`config.mk`:
```
export PLATFORM = sky130hd
export DESIGN_NAME = cpu_multicycle
export DESIGN_NICKNAME = d
export VERILOG_FILES = /design/src/rtl/cpu_multicycle.sv
export SDC_FILE = /design/constraint.sdc
export NUM_CORES = 2
export LEC_CHECK = 0
export BUFFER_PORTS_ARGS = -buffer_cell sky130_fd_sc_hd__buf_4
export CAP_MARGIN = 20
export CORE_MARGIN = 2
export CORE_UTILIZATION = 35
export CTS_BUF_LIST = sky130_fd_sc_hd__clkbuf_4 sky130_fd_sc_hd__clkbuf_8
export DETAILED_ROUTE_END_ITERATION = 10
export GPL_TIMING_DRIVEN = 0
export PLACE_DENSITY_LB_ADDON = 0.2
export SYNTH_ARGS = -nofsm -noshare
export SYNTH_HDL_FRONTEND = slang
export SYNTH_SLANG_ARGS = --single-unit
export TNS_END_PERCENT = 20
```
`constraint.sdc`:
```
create_clock -name clock -period 6.3 [get_ports clock]
set_input_delay 1.575 -clock clock [delete_from_list [all_inputs] [get_ports clock]]
set_output_delay 1.575 -clock clock [all_outputs]
set_load 0.01 [all_outputs]
```
`src/rtl/cpu_multicycle.sv`:
```
// cpu_multicycle: multi-cycle MIPS-subset core (FETCH/DECODE/EXEC/MEM/WB/HALT)
// with req/ready handshakes to separate instruction and data memories.
module cpu_multicycle #(
  parameter int unsigned PC_WIDTH  = 16,
  parameter logic [31:0] RESET_PC  = 32'h0,
  parameter logic [31:0] HALT_WORD = 32'hFFFF_FFFF
) (
  input  logic                clock,
  input  logic                reset,
  output logic                imem_req,
  output logic [PC_WIDTH-1:0] imem_addr,
  input  logic                imem_ready,
  input  logic [31:0]         imem_rdata,
  output logic                dmem_req,
  output logic                dmem_we,
  output logic [PC_WIDTH-1:0] dmem_addr,
  output logic [31:0]         dmem_wdata,
  input  logic                dmem_ready,
  input  logic [31:0]         dmem_rdata,
  output logic                retire,
  output logic                halted
);

  typedef enum logic [2:0] {StFetch, StDecode, StExec, StMem, StWb, StHalt} state_e;

  localparam logic [5:0] OpRtype = 6'b000000;
  localparam logic [5:0] OpJ     = 6'b000010;
  localparam logic [5:0] OpJal   = 6'b000011;
  localparam logic [5:0] OpBeq   = 6'b000100;
  localparam logic [5:0] OpBne   = 6'b000101;
  localparam logic [5:0] OpAddi  = 6'b001000;
  localparam logic [5:0] OpAddiu = 6'b001001;
  localparam logic [5:0] OpSlti  = 6'b001010;
  localparam logic [5:0] OpAndi  = 6'b001100;
  localparam logic [5:0] OpOri   = 6'b001101;
  localparam logic [5:0] OpLui   = 6'b001111;
  localparam logic [5:0] OpLw    = 6'b100011;
  localparam logic [5:0] OpSw    = 6'b101011;

  localparam logic [5:0] FnSll  = 6'b000000;
  localparam logic [5:0] FnSrl  = 6'b000010;
  localparam logic [5:0] FnSra  = 6'b000011;
  localparam logic [5:0] FnJr   = 6'b001000;
  localparam logic [5:0] FnAdd  = 6'b100000;
  localparam logic [5:0] FnAddu = 6'b100001;
  localparam logic [5:0] FnSub  = 6'b100010;
  localparam logic [5:0] FnSubu = 6'b100011;
  localparam logic [5:0] FnAnd  = 6'b100100;
  localparam logic [5:0] FnOr   = 6'b100101;
  localparam logic [5:0] FnXor  = 6'b100110;
  localparam logic [5:0] FnNor  = 6'b100111;
  localparam logic [5:0] FnSlt  = 6'b101010;

  state_e              state_q;
  logic [PC_WIDTH-1:0] pc_q;
  logic [PC_WIDTH-1:0] npc_q;
  logic [31:0]         ir_q;
  logic [31:0]         a_q;
  logic [31:0]         b_q;
  logic [31:0]         res_q;
  logic                rst_q;   // high for the one cycle after a sampled reset
  logic [31:0]         gr [32];

  logic [5:0]  opcode;
  logic [4:0]  rs, rt, rd, shamt, dest;
  logic [5:0]  funct;
  logic [15:0] imm;
  logic [31:0] imm_s, imm_z;
  logic        is_sw;

  assign opcode = ir_q[31:26];
  assign rs     = ir_q[25:21];
  assign rt     = ir_q[20:16];
  assign rd     = ir_q[15:11];
  assign shamt  = ir_q[10:6];
  assign funct  = ir_q[5:0];
  assign imm    = ir_q[15:0];
  assign imm_s  = {{16{imm[15]}}, imm};
  assign imm_z  = {16'h0, imm};
  assign is_sw  = (opcode == OpSw);
  assign dest   = (opcode == OpRtype) ? rd : rt;

  logic [PC_WIDTH-1:0] pc4, br_tgt, j_tgt;
  assign pc4    = pc_q + PC_WIDTH'(4);
  assign br_tgt = pc4 + PC_WIDTH'(imm_s << 2);
  // Upper PC bits above 27 come from PC+4 only when the PC is wide enough to have them.
  assign j_tgt  = PC_WIDTH'((32'(pc4) & 32'hF000_0000) | {4'h0, ir_q[25:0], 2'b00});

  logic [31:0]         alu_res;
  logic [PC_WIDTH-1:0] exec_npc;
  state_e              exec_to;
  logic                link;

  // EXEC datapath: ALU result, next PC and the state that follows EXEC.
  always_comb begin
    alu_res  = 32'h0;
    exec_npc = pc4;
    exec_to  = StFetch;
    link     = 1'b0;
    case (opcode)
      OpRtype: begin
        exec_to = StWb;
        case (funct)
          FnAdd, FnAddu: alu_res = a_q + b_q;
          FnSub, FnSubu: alu_res = a_q - b_q;
          FnAnd:         alu_res = a_q & b_q;
          FnOr:          alu_res = a_q | b_q;
          FnXor:         alu_res = a_q ^ b_q;
          FnNor:         alu_res = ~(a_q | b_q);
          FnSlt:         alu_res = {31'h0, $signed(a_q) < $signed(b_q)};
          FnSll:         alu_res = b_q << shamt;
          FnSrl:         alu_res = b_q >> shamt;
          FnSra:         alu_res = $signed(b_q) >>> shamt;
          FnJr: begin
            exec_to  = StFetch;
            exec_npc = a_q[PC_WIDTH-1:0];
          end
          default:       exec_to = StFetch;
        endcase
      end
      OpAddi, OpAddiu: begin alu_res = a_q + imm_s;                               exec_to = StWb; end
      OpSlti:          begin alu_res = {31'h0, $signed(a_q) < $signed(imm_s)};    exec_to = StWb; end
      OpAndi:          begin alu_res = a_q & imm_z;                               exec_to = StWb; end
      OpOri:           begin alu_res = a_q | imm_z;                               exec_to = StWb; end
      OpLui:           begin alu_res = {imm, 16'h0};                              exec_to = StWb; end
      OpLw, OpSw:      begin alu_res = a_q + imm_s;                               exec_to = StMem; end
      OpBeq:           if (a_q == b_q) exec_npc = br_tgt;
      OpBne:           if (a_q != b_q) exec_npc = br_tgt;
      OpJ:             exec_npc = j_tgt;
      OpJal: begin
        exec_npc = j_tgt;
        link     = 1'b1;
      end
      default: ;
    endcase
  end

  // Outputs are forced low in the cycle following a sampled reset.
  always_comb begin
    imem_req   = !rst_q && (state_q == StFetch);
    imem_addr  = rst_q ? '0 : pc_q;
    dmem_req   = !rst_q && (state_q == StMem);
    dmem_we    = dmem_req && is_sw;
    dmem_addr  = dmem_req ? res_q[PC_WIDTH-1:0] : '0;
    dmem_wdata = dmem_we ? b_q : 32'h0;
    halted     = !rst_q && (state_q == StHalt);
    retire     = !rst_q && (((state_q == StExec) && (exec_to == StFetch)) ||
                            (dmem_req && dmem_ready && is_sw) ||
                            (state_q == StWb));
  end

  // FSM, architectural state and register file.
  always_ff @(posedge clock) begin
    if (reset) begin
      state_q <= StFetch;
      pc_q    <= RESET_PC[PC_WIDTH-1:0];
      npc_q   <= '0;
      ir_q    <= 32'h0;
      a_q     <= 32'h0;
      b_q     <= 32'h0;
      res_q   <= 32'h0;
      rst_q   <= 1'b1;
      for (int i = 0; i < 32; i++) gr[i] <= 32'h0;
    end else begin
      rst_q <= 1'b0;
      case (state_q)
        StFetch: begin
          if (imem_req && imem_ready) begin
            ir_q    <= imem_rdata;
            state_q <= StDecode;
          end
        end
        StDecode: begin
          if (ir_q == HALT_WORD) begin
            state_q <= StHalt;
          end else begin
            a_q     <= (rs == 5'd0) ? 32'h0 : gr[rs];
            b_q     <= (rt == 5'd0) ? 32'h0 : gr[rt];
            state_q <= StExec;
          end
        end
        StExec: begin
          res_q   <= alu_res;
          npc_q   <= exec_npc;
          state_q <= exec_to;
          if (exec_to == StFetch) pc_q <= exec_npc;
          if (link) gr[31] <= 32'(pc4);
        end
        StMem: begin
          if (dmem_ready) begin
            if (is_sw) begin
              // A store finishes here, so it commits its PC on the way out.
              pc_q    <= npc_q;
              state_q <= StFetch;
            end else begin
              res_q   <= dmem_rdata;
              state_q <= StWb;
            end
          end
        end
        StWb: begin
          if (dest != 5'd0) gr[dest] <= res_q;
          pc_q    <= npc_q;
          state_q <= StFetch;
        end
        StHalt: ;
        default: state_q <= StFetch;
      endcase
    end
  end

endmodule

```
==> qor.yml <==
run_status:
  status: "finished, final reports clean"
die:
  initial_utilization: 0.352
  core_area_um2: 212000
  die-area_um2: 217000
  std_cell_rows: 169
  io_pins: 137
  die_w_um: 466
  chipHeight_um: 466
timing:
  period_minus_slack_ns: 6.21
  final_hold_viol_count: 0
  finClkSkew_ns: 0.0816
  slew_viol_final: 0
  fmax_ghz: 0.161
  post-route-period-util: 0.985
  rsz0062_at_grt: "no"
  relSlewSlack: 0.101
  setup_viol: 0
  tightest_slew_ns: 1.34
setup_path:
  required_ns: 4.72
  startpoint_type: "flop"
  cp_max_fo: 10
  critical_path_class: "flop to output pin"
  cp-end-kind: "output pin"
  arrival_ns: 4.63
logic_synthesis:
  async_flop_share: 0
  synthFlopType: "edfxtp_1"
  syn-cell-area_um2: 74700
  synth_top_area_frac: 0.412
  avgSynthCellArea_um2: 12.3
  yosys_warnings: 0
  synth-seq-area-share: 0.458
  yosys.area.top_type: "edfxtp_1"
  synth_cells: 6062
  synthTopCellsByArea: "edfxtp_1 41%, mux4_2 20%, and2_1 8.7%"
  synth_edf_count: 1024
  synth_seq_cells: 1198
  ys_types: 92
placed_design:
  finalWeightedCongestion: 1.04
  dp_cells: 9127
  placed_area_um2: 80900
  port_buffers: 136
  dp_hpwl_um: 278000
detailed_routing:
  initialDrtViolationCount: 6955
  vias: 57200
  route.detailed.drc: 0
  drtPass1Iterations: 9
  routed_wl_um: 342000
  post_drt_wl_per_cell_um: 35.9
  vias_per_cell: 6.00
  drtAntennaViolNets: 0
grt:
  grt_use_met1: 0.383
  grt.total_usage: 0.309
  use_met3: 0.0546
  antenna_found_initial: 25
  use_met2: 0.504
  grt_pass1_wl_um: 461000
  gr-total-overflow: 0
  grt_start_max_net_pins: 33
  top_usage_layer: "met2"
  first_global_vias: 56500
pwr:
  ir_drop_v: 0.000244
  power_mw: 19.7
  leakage_nw: 29.2
  p_per_area_nw_per_um2: 231
clocking:
  clock-sinks: 1198
  cts_tree: "built"
  post_cts_buffers: 0
  clk_pin_slew_ns: 0.06
  root_buffer: "clkbuf_8"
  cts.path.max_buffers: 3
  h-tree-depth: 4
  cts_buffers: 201
  clock_latency_ns: 1.01
finish:
  layout_commonest_cell: "and2_1"
  stdcell_count: 9524
  final_cell_area_um2: 85200
  fillers: 20200
  drive_above_1_share: 0.207
  final-seq-area_um2: 34200
  final_cell_mix: "1,035 x and2_1, 1,024 x edfxtp_1, 677 x mux4_2, 436 x clkbuf_1, 398 x nor2_1"
  multi_input_comb_area_um2: 38000
  layout-area-overhead-vs-synth_pct: 14.0
  fin_nets: 6778
run:
  maxCapViolations: 0
hold_path:
  hp-class: "flop to flop"
## synthesized netlist by cell type (22+ instances only)
cell type and number:
and2_1 1035, edfxtp_1 1024, mux4_2 677, clkbuf_1 439
nor2_1 399, a21oi_1 319, nand2_1 244, o21ai_0 218
ha_1 189, dfxtp_1 174, mux2i_1 158, inv_1 149
buf_1 84, xnor2_1 77, nor3_1 69, a211oi_1 55
nand3_1 50, buf_2 40, a31oi_1 36, nand2b_1 34
o211ai_1 34, nor2b_1 31, a21o_1 30, a22oi_1 27
a221oi_1 25, o21bai_1 25, o221ai_1 23, or3_1 22
## critical path: stages, from the launching register on
cell,delay (ns)
dfxtp_1,0.39
clkbuf_1,0.66
inv_1,0.30
a22oi_1,0.36
or3_1,0.15
clkbuf_1,0.58
a31oi_1,0.28
a21oi_1,0.65
buf_4,0.25
## metal layers
layer  part of all wire  vias to the layer above  wire, um
li1                   -                    23800         -
met5            0.00017                        -        57
met3              0.080                      742     27400
met4              0.071                       10     24400
met1               0.38                    29500    130000
met2               0.47                     3108    160000
## where the power goes
group,switching [mW],internal [mW]
combinational,2.10,1.14
sequential,0.262,8.86
clock,3.51,3.81
total,5.87,13.8
## cell families (layout without fill, tap and decap cells)
kind of cell    count (synthesis)  in the layout  share of synthesized area
compound gates                985            985                     0.0843
buf+inv                       731           1325                     0.0384
flops                        1198           1198                      0.458
fa+ha+maj                     193            193                     0.0327
simple gates                 2006           2006                      0.147
mux                           850            850                      0.228
xor+xnor                       98             98                     0.0115
other cells                     1             48                  0.0000502
## what timing repair did
item,CTS,global route
hold buffers,0,0
endpoints found under the setup margin,0,1
gates resized for setup,0,1
## registers in the layout, indices dropped and copies added, names as in the netlist, named ones only
register	count
a_q	32
b_q	32
gr	1024
ir_q	32
npc_q	16
pc_q	16
res_q	32
rst_q	1
state_q	3
## metrics by stage
| step | TNS, ns | worst slack (ns) | hold slack (ns) | utilization |
|---|---|---|---|---|
| after global routing | 0 | 0.111 | 0.518 | 0.401 |
| after detailed placement | 0 | 0.265 | 0.476 | 0.382 |
| after floorplan | 0 | 1.17 | 0.458 | - |
| after global placement | -787.95 | -1.53 | 0.479 | 0.374 |
| after CTS | 0 | 0.164 | 0.485 | 0.401 |
| final | 0 | 0.0936 | 0.482 | 0.402 |
## path summary, 6_finish.rpt
path,from,end,slack (ns),cells after the start
setup reg to reg,b_q[20]$_SDFFE_PP0P_,pc_q[3]$_SDFFE_PP0P_,0.13,14
hold reg to reg,ir_q[25]$_SDFFE_PP0P_,flop,0.48,2
hold / removal,ir_q[25]$_SDFFE_PP0P_,flop,0.48,2
setup / recovery,ir_q[2]$_SDFFE_PP0P_,retire,0.09,8
## cell type report
| class | count | area share |
|---|---|---|
| repair buffers | 221 | 0.0287 |
| multi-input cells | 4164 | 0.446 |
| diodes | 16 | 0.000470 |
| flip-flops and latches | 1198 | 0.402 |
| plain buffers | 578 | 0.0270 |
| inverters | 153 | 0.00674 |
| well taps | 2821 | 0.0414 |
| clock buffers | 270 | 0.0389 |
| clock inverters | 103 | 0.00908 |
(Power assumes the default switching activity.)
